### config.mk
export PLATFORM = sky130hd
export DESIGN_NAME = jtkiwi_gfxrom_arb
export DESIGN_NICKNAME = d
export VERILOG_FILES = /design/src/rtl/jtkiwi_arb_pkg.sv /design/src/rtl/jtkiwi_arb_slot.sv /design/src/rtl/jtkiwi_gfxrom_arb.sv
export SDC_FILE = /design/constraint.sdc
export NUM_CORES = 1
export LEC_CHECK = 0
export BUFFER_PORTS_ARGS = -buffer_cell sky130_fd_sc_hd__buf_2
export CAP_MARGIN = 20
export CORE_ASPECT_RATIO = 1.5
export CORE_MARGIN = 4
export CORE_UTILIZATION = 52
export CTS_BUF_LIST = sky130_fd_sc_hd__clkbuf_4 sky130_fd_sc_hd__clkbuf_8
export CTS_CLUSTER_DIAMETER = 80
export DETAILED_ROUTE_END_ITERATION = 8
export GPL_TIMING_DRIVEN = 0
export PLACE_DENSITY = 0.8
export SKIP_LAST_GASP = 1
export SLEW_MARGIN = 20
export SYNTH_ARGS = -nofsm -noshare
export SYNTH_HDL_FRONTEND = slang
export SYNTH_HIERARCHICAL = 1
export SYNTH_SLANG_ARGS = --single-unit
### constraint.sdc
create_clock -name clk -period 3.1 [get_ports clk]
set_clock_uncertainty 0.2 [all_clocks]
set_input_delay 0 -clock clk [delete_from_list [all_inputs] [get_ports clk]]
set_output_delay 0 -clock clk [all_outputs]
set_load 0.05 [all_outputs]
### src/rtl/jtkiwi_arb_pkg.sv
// Shared types and widths for the gfx ROM arbiter: FSM states, channel indices
// and the ROM-word to SDRAM-word address mapping.
package jtkiwi_arb_pkg;
   localparam int ROM_AW = 18;
   localparam int SD_AW  = 22;

   localparam logic CH_SCR = 1'b0;
   localparam logic CH_OBJ = 1'b1;

   typedef enum logic [1:0] {
      IDLE = 2'd0,
      REQ  = 2'd1,
      WAIT = 2'd2
   } arb_state_t;

   // A 32-bit ROM word spans two 16-bit SDRAM words; the sum wraps at 2^22.
   function automatic logic [SD_AW-1:0] rom2sd(input logic [ROM_AW-1:0] tag,
                                               input logic [SD_AW-1:0]  offset);
      logic [SD_AW-1:0] word_s;
      word_s = {3'b000, tag, 1'b0};
      return word_s + offset;
   endfunction
endpackage

### src/rtl/jtkiwi_arb_slot.sv
// One-entry read cache for a single ROM channel: tag, valid bit and data word,
// with hit/miss decode against the live request address.
module jtkiwi_arb_slot
   import jtkiwi_arb_pkg::*;
(
   input  logic              rst,
   input  logic              clk,
   input  logic              cs,
   input  logic [ROM_AW-1:0] addr,
   input  logic              we,
   input  logic [ROM_AW-1:0] fill_tag,
   input  logic [31:0]       fill_data,
   output logic              hit,
   output logic              miss,
   output logic [31:0]       data
);
   logic [ROM_AW-1:0] tag_r;
   logic              valid_r;
   logic [31:0]       data_r;

   // Cache entry update: cleared by reset, overwritten on every fill.
   always_ff @(posedge clk) begin
      if (rst) begin
         tag_r   <= {ROM_AW{1'b0}};
         valid_r <= 1'b0;
         data_r  <= 32'd0;
      end else if (we) begin
         tag_r   <= fill_tag;
         valid_r <= 1'b1;
         data_r  <= fill_data;
      end else begin
         tag_r   <= tag_r;
         valid_r <= valid_r;
         data_r  <= data_r;
      end
   end

   assign hit  = cs & valid_r & (tag_r == addr);
   assign miss = cs & ~hit;
   assign data = data_r;
endmodule

### src/rtl/jtkiwi_gfxrom_arb.sv
// Two-channel (scroll/object) ROM read arbiter onto a single SDRAM port with a
// one-entry cache per channel. Define JTKIWI_ARB_STATS_EN for miss counters.
module jtkiwi_gfxrom_arb
   import jtkiwi_arb_pkg::*;
#(
   parameter logic [SD_AW-1:0] SCR_OFFSET = 22'h00_0000,
   parameter logic [SD_AW-1:0] OBJ_OFFSET = 22'h10_0000
)(
   input  logic              rst,
   input  logic              clk,
   input  logic [ROM_AW-1:0] scr_addr,
   input  logic              scr_cs,
   output logic [31:0]       scr_data,
   output logic              scr_ok,
   input  logic [ROM_AW-1:0] obj_addr,
   input  logic              obj_cs,
   output logic [31:0]       obj_data,
   output logic              obj_ok,
   output logic [SD_AW-1:0]  sdram_addr,
   output logic              sdram_req,
   input  logic              sdram_ack,
   input  logic              sdram_rdy,
   input  logic [31:0]       sdram_din,
   input  logic [7:0]        debug_bus,
   output logic [7:0]        st_dout
);
   arb_state_t        state_r;
   logic              ch_r;
   logic              last_gnt_r;
   logic [ROM_AW-1:0] tag_r;
   logic [SD_AW-1:0]  sdram_addr_r;
   logic              sdram_req_r;

   logic              scr_hit_s, scr_miss_s, obj_hit_s, obj_miss_s;
   logic              grant_s, gnt_s, fill_s;
   logic [ROM_AW-1:0] gnt_tag_s;
   logic [SD_AW-1:0]  gnt_addr_s;

   jtkiwi_arb_slot u_scr (
      .rst      (rst),
      .clk      (clk),
      .cs       (scr_cs),
      .addr     (scr_addr),
      .we       (fill_s & (ch_r == CH_SCR)),
      .fill_tag (tag_r),
      .fill_data(sdram_din),
      .hit      (scr_hit_s),
      .miss     (scr_miss_s),
      .data     (scr_data)
   );

   jtkiwi_arb_slot u_obj (
      .rst      (rst),
      .clk      (clk),
      .cs       (obj_cs),
      .addr     (obj_addr),
      .we       (fill_s & (ch_r == CH_OBJ)),
      .fill_tag (tag_r),
      .fill_data(sdram_din),
      .hit      (obj_hit_s),
      .miss     (obj_miss_s),
      .data     (obj_data)
   );

   // Round-robin pick: on a tie the channel not served last goes first.
   always_comb begin
      gnt_s      = CH_SCR;
      gnt_tag_s  = scr_addr;
      gnt_addr_s = rom2sd(scr_addr, SCR_OFFSET);
      grant_s    = (state_r == IDLE) & (scr_miss_s | obj_miss_s);
      if (scr_miss_s && (!obj_miss_s || last_gnt_r == CH_OBJ)) begin
         gnt_s = CH_SCR;
      end else begin
         gnt_s      = CH_OBJ;
         gnt_tag_s  = obj_addr;
         gnt_addr_s = rom2sd(obj_addr, OBJ_OFFSET);
      end
   end

   // rdy only counts once the request has been accepted (same-cycle ack allowed).
   assign fill_s = sdram_rdy & ((state_r == WAIT) | ((state_r == REQ) & sdram_ack));

   // Request sequencer.
   always_ff @(posedge clk) begin
      if (rst) begin
         state_r      <= IDLE;
         ch_r         <= CH_SCR;
         last_gnt_r   <= CH_OBJ;
         tag_r        <= {ROM_AW{1'b0}};
         sdram_addr_r <= {SD_AW{1'b0}};
         sdram_req_r  <= 1'b0;
      end else begin
         case (state_r)
            IDLE: begin
               if (grant_s) begin
                  ch_r         <= gnt_s;
                  last_gnt_r   <= gnt_s;
                  tag_r        <= gnt_tag_s;
                  sdram_addr_r <= gnt_addr_s;
                  sdram_req_r  <= 1'b1;
                  state_r      <= REQ;
               end
            end
            REQ: begin
               if (sdram_ack) begin
                  sdram_req_r <= 1'b0;
                  state_r     <= sdram_rdy ? IDLE : WAIT;
               end
            end
            WAIT: begin
               if (sdram_rdy) state_r <= IDLE;
            end
            default: begin
               sdram_req_r <= 1'b0;
               state_r     <= IDLE;
            end
         endcase
      end
   end

   assign sdram_addr = sdram_addr_r;
   assign sdram_req  = sdram_req_r;
   assign scr_ok     = scr_hit_s;
   assign obj_ok     = obj_hit_s;

`ifdef JTKIWI_ARB_STATS_EN
   logic [15:0] scr_cnt_r, obj_cnt_r;
   logic [7:0]  st_r;
   logic        unused_s;

   assign unused_s = ^debug_bus[7:2];

   // Saturating per-channel grant counters and the byte-select readout.
   always_ff @(posedge clk) begin
      if (rst) begin
         scr_cnt_r <= 16'd0;
         obj_cnt_r <= 16'd0;
         st_r      <= 8'd0;
      end else begin
         if (grant_s && gnt_s == CH_SCR && scr_cnt_r != 16'hFFFF) scr_cnt_r <= scr_cnt_r + 16'd1;
         if (grant_s && gnt_s == CH_OBJ && obj_cnt_r != 16'hFFFF) obj_cnt_r <= obj_cnt_r + 16'd1;
         case (debug_bus[1:0])
            2'd0:    st_r <= scr_cnt_r[7:0];
            2'd1:    st_r <= scr_cnt_r[15:8];
            2'd2:    st_r <= obj_cnt_r[7:0];
            2'd3:    st_r <= obj_cnt_r[15:8];
            default: st_r <= 8'd0;
         endcase
      end
   end

   assign st_dout = st_r;
`else
   logic unused_s;

   assign unused_s = ^debug_bus;
   assign st_dout  = 8'd0;
`endif
endmodule

After elaboration in Yosys (flattened, before gate mapping)
Index checks and enable logic that the tools add are counted.
{"block": "op_classes", "add_sub_neg": 1, "eq_ne": 7, "mux": 11, "n_bitwise": 17, "reduce_logical": 7}
{"cell": "18-bit equality test", "n": 2}
{"cell": "19-bit by 21-bit adder with 22-bit output (second input constant)", "n": 1}
{"cell": "22-bit 2-to-1 mux", "n": 1}
{"cell": "18-bit 2-to-1 mux", "n": 1}
{"cell": "1-bit bitwise AND", "n": 11}
{"cell": "2-bit 2-to-1 mux", "n": 4}
{"cell": "2-bit != test (second input constant)", "n": 3}
{"cell": "2-bit one-hot mux with 3 select lines", "n": 1}
{"cell": "3-bit AND reduction", "n": 2}
{"cell": "1-bit NOT", "n": 4}
{"cell": "1-bit 2-to-1 mux", "n": 3}
{"cell": "1-bit one-hot mux with 3 select lines", "n": 1}
{"cell": "2-bit by 1-bit equality test with 1-bit output (second input constant)", "n": 1}
{"cell": "2-bit equality test (second input constant)", "n": 1}
{"cell": "2-bit zero test", "n": 1}
{"cell": "1-bit OR", "n": 2}
{"cell": "2-bit AND reduction", "n": 1}
{"cell": "1-bit logical AND", "n": 1}
{"cell": "1-bit zero test", "n": 1}
{"cell": "1-bit logical OR", "n": 1}
{"block": "word_totals", "regBits": 147, "input_bits": 82, "wordCells": 55}

Depth between registers and ports, before layout
{"block": "depth", "word_depth": 8, "mapped_depth": 10}

Modules after synthesis
The synthesis kept the hierarchy.
{"module": "jtkiwi_arb_slot", "instances": 2, "cells_per_inst": 191, "area_each_um2": 1978.1, "seq_area_each_um2": 1021.0}
{"module": "jtkiwi_gfxrom_arb", "instances": 1, "cells_per_inst": 145, "area_each_um2": 1257.5, "seq_area_each_um2": 460.4}

Worst setup path before layout
Ideal clock, no wire load.
{"block": "synth_timing", "path_type": "register to output", "startpoint": "register u_obj.tag_r[10]", "endpoint": "output obj_ok", "t_arrival_ps": 2300, "required_time_ps": 2900, "path_slack_ps": 600, "path_stages_with_launch": 5, "path_cell_list": "dfxtp_1 -> xor2_1 -> nor4_1 -> nand4_1 -> nor4_1"}
{"block": "synth_via", "elab_chain_cells": 2}
{"item": "start, declared", "line": "jtkiwi_arb_slot.sv:17", "rtl": "logic [ROM_AW-1:0] tag_r;"}
{"item": "start signal, assigned", "line": "jtkiwi_arb_slot.sv:24", "rtl": "tag_r <= {ROM_AW{1'b0}};"}
{"item": "start signal, assigned", "line": "jtkiwi_arb_slot.sv:28", "rtl": "tag_r <= fill_tag;"}
{"item": "start signal, assigned", "line": "jtkiwi_arb_slot.sv:32", "rtl": "tag_r <= tag_r;"}
{"item": "18-bit equality test", "line": "jtkiwi_arb_slot.sv:38", "rtl": "assign hit = cs & valid_r & (tag_r == addr);"}
{"item": "1-bit bitwise AND", "line": "jtkiwi_arb_slot.sv:38"}
{"item": "end, declared", "line": "jtkiwi_gfxrom_arb.sv:18", "rtl": "output logic obj_ok,"}
Every way passes these cells.

==> results.ini <==
[setup_path]
critPathLaunch = u_obj/tag_r[3]$_SDFFE_PP0P_
reg2reg_to = tag_r[10]$_SDFFE_PP0P_
crit_fanout = 10
rr_worst_depth = 9
crit_required_ns = 3.23
worst-r2r-setup-slack_ns = 0.05
end_kind = flop
start_kind = flop
crit_arrival_ns = 3.18
crit_family = simple AND/OR/NAND/NOR gates
max_stage_delay_ns = 0.58
r2r_start = u_obj/tag_r[3]$_SDFFE_PP0P_
crit_slowest_cell = dlygate4sd3_1
path_class = flop to flop
cp_num_buf_inv = 2
cp_cell_sequence = xor2_1 > nor4_2 > nand4_1 > o41a_1 > nand2b_1 > clkbuf_4 > nand3_1 > dlygate4sd3_1 > a311oi_1

[yosys]
synth_top_cells_by_area = dfxtp_1 48%, mux2i_1 19%, nor2_1 7.7%, xor2_1 6.0%, a311oi_2 2.9%
ys.flop_type = dfxtp_1
yosysMostFrequentCell = dfxtp_1
yosysUniqueCellTypes = 32
postSynthCellCount = 527
synth-seq-cells = 125
yosysTopAreaCell = dfxtp_1
yosysTopAreaCellShare_pct = 48.0
syn_area_mm2 = 0.00521
async_reset_ff_share_pct = 0
postSynthAreaPerCell_um2 = 9.89
synth_commonest_cells = 125 x dfxtp_1, 107 x nor2_1, 100 x mux2i_1, 36 x xor2_1
synth-edff-count = 0
synth_warnings = 6
synth-seq-area-share_pct = 48.0

[floorplan]
die_area_mm2 = 0.0117
die_h_um = 131
ios = 179
start_util_pct = 53.5
rows = 44
die_w_um = 89.8
coreArea_mm2 = 0.00974

[route]
drt_iter0_drc = 315
drc = 0
vias = 5076
ant_nets = 0
routed_wl_mm = 17.4
drt_pass1_iterations = 5
drt-vias-per-instance = 5.52
wl_per_cell_um = 18.9

[power]
swShare_pct = 29.1
vdd_drop_max_mv = 0.321
comb_power_share_pct = 18.2
fin_total_pwr_uw = 3930
p_int_uw = 2790
switchingPower_uw = 1150
cellLeakagePower_uw = 0.00326
clkPwrFrac_pct = 38.1
power.density_mw_per_mm2 = 530
p_seq_share_pct = 43.7

[place]
placedCellCount = 811
dp_hpwl_mm = 10.7
placed_cell_area_mm2 = 0.00619
place_congestion = 0.910
io_buffers = 159

[min_path]
hold_path_class = input port to flop
hold_path_startpoint = scr_cs
holdPathEnd = tag_r[14]$_SDFFE_PP0P_
hold_depth = 5

[cts]
cts_buffer_depth = 2
root_buffer = clkbuf_8
numCtsBuffers = 17
clk_pin_slew_ns = 0.07
ctsHtreeMaxLevel = 4
cts.sinks = 125
clk_latency_ns = 0.43
cts_tree = built

[final_layout]
fill_cells = 655
fin_area_mm2 = 0.00741
area_delta_synth_final_pct = 42.1
final_cells = 920
drive_gt1_share_pct = 29.4
diodes = 0
nNetsFinal = 874

[grt]
track_usage_pct = 29.5
grt_overflow_total = 0
grt_pass1_wl_mm = 27.4
grt_pass1_vias = 5493
grt_max_degree = 17
antenna_found_initial = 0

[flow_run]
drv_cap = 0

[sta]
rsz0062_at_grt = yes
setup_viol = 0
fmax_mhz = 328
period_share_pct = 98.4
tightest_slew_ns = 0.735
hold_viol = 0
min_period_ns = 3.05
slew_violations = 0
slew_headroom_pct = 51.0

[outcome]
status = complete, no violations

==> per-stage QoR <==
stage	setup WS [ns]	TNS, ns	util (%)	hold WS [ns]
floorplan	0.600	0	-	-0.128
global placement	0.247	0	63.5	-0.00713
detailed placement	0.178	0	63.5	0.00769
CTS	0.0270	0	75.8	0.0000915
global route	-0.0533	-0.0678	76.0	0.0438
finish	0.0482	0	76.0	0.0516
==> power groups by stage <==
stage | sequential (µW) | combinational (µW) | clock (µW)
5_1_grt | 1720 | 753 | 1590
6_report | 1720 | 715 | 1500
3_5_place_dp | 1750 | 615 | 0
2_1_floorplan | 1900 | 270 | 0
3_3_place_gp | 1740 | 606 | 0
4_1_cts | 1710 | 693 | 1520
==> worst max-delay path by stage <==
stage,endpoint,slack [ns],cells past startpoint
global placement,tag_r[0]$_SDFFE_PP0P_,0.25,8
floorplan,obj_ok,0.60,4
detailed placement,tag_r[6]$_SDFFE_PP0P_,0.18,8
finish,tag_r[10]$_SDFFE_PP0P_,0.05,9
global route,tag_r[10]$_SDFFE_PP0P_,-0.05,9
CTS,tag_r[12]$_SDFFE_PP0P_,0.03,9
==> registers in the layout, summed over array words and instances, names as in the netlist <==
| signal | cells |
|---|---|
| last_gnt_r | 1 |
| sdram_addr | 2 |
| sdram_req | 1 |
| state_r | 2 |
| tag_r | 17 |
| u_obj/data | 32 |
| u_obj/tag_r | 18 |
| u_obj/valid_r | 1 |
| u_scr/data | 32 |
| u_scr/tag_r | 18 |
| u_scr/valid_r | 1 |
==> kinds of logic after synthesis <==
family,synth area share (%)
muxes,19.2
AOI/OAI and AO/OA,8.95
other,0.0719
xor gates and xnor gates,6.05
buffers and inverters,5.38
and+or+nand+nor,12.4
DFF,48.0
==> repair_timing <==
| item | in CTS | in global routing |
|---|---|---|
| setup endpoints to repair | 0 | 14 |
| resized for setup | 0 | 4 |
| hold endpoints to repair | 85 | 0 |
| setup buffers | 0 | 1 |
| hold buffers | 77 | 0 |
==> layout by cell type (no fill, tap or decap), types with 8 or more instances in the layout <==
master,netlist,layout
buf_2,17,175
clkbuf_8,0,20
nand3_1,18,18
a311oi_1,8,8
mux2i_1,100,100
nor2_1,107,107
o21ai_0,20,20
xor2_1,36,36
buf_4,12,13
dlygate4sd3_1,0,77
dfxtp_1,125,125
a21oi_1,20,20
a311oi_2,10,10
conb_1,1,11
clkbuf_1,18,17
==> layer usage <==
metal / GRT usage (%) / routed length [µm] / vias up / part of all wire (%)
li1: - / - / 2328 / -
met2: 54.7 / 9050 / 308 / 52
met1: 29.3 / 6130 / 2377 / 35
met5: 0 / 0 / - / 0
met3: 9.97 / 1490 / 63 / 8.6
met4: 15.9 / 699 / 0 / 4.0
==> layout make-up <==
class                   instances  area (µm²)  area share (%)
plain buffers                  50         272            3.66
clock buffers                  21         283            3.82
clock inverters                11         140            1.89
inverters                       2        7.51           0.101
multi-input cells             359        2490            33.6
flip-flops and latches        125        2500            33.8
well taps                     115         144            1.94
repair buffers                237        1570            21.2
==> tightest hold or removal path: stages <==
cell and delay (ns):
buf_2 0.12, o41a_1 0.13, buf_2 0.20, nand3_1 0.09, a311oi_1 0.09
Power figures use the tool's default switching activity.
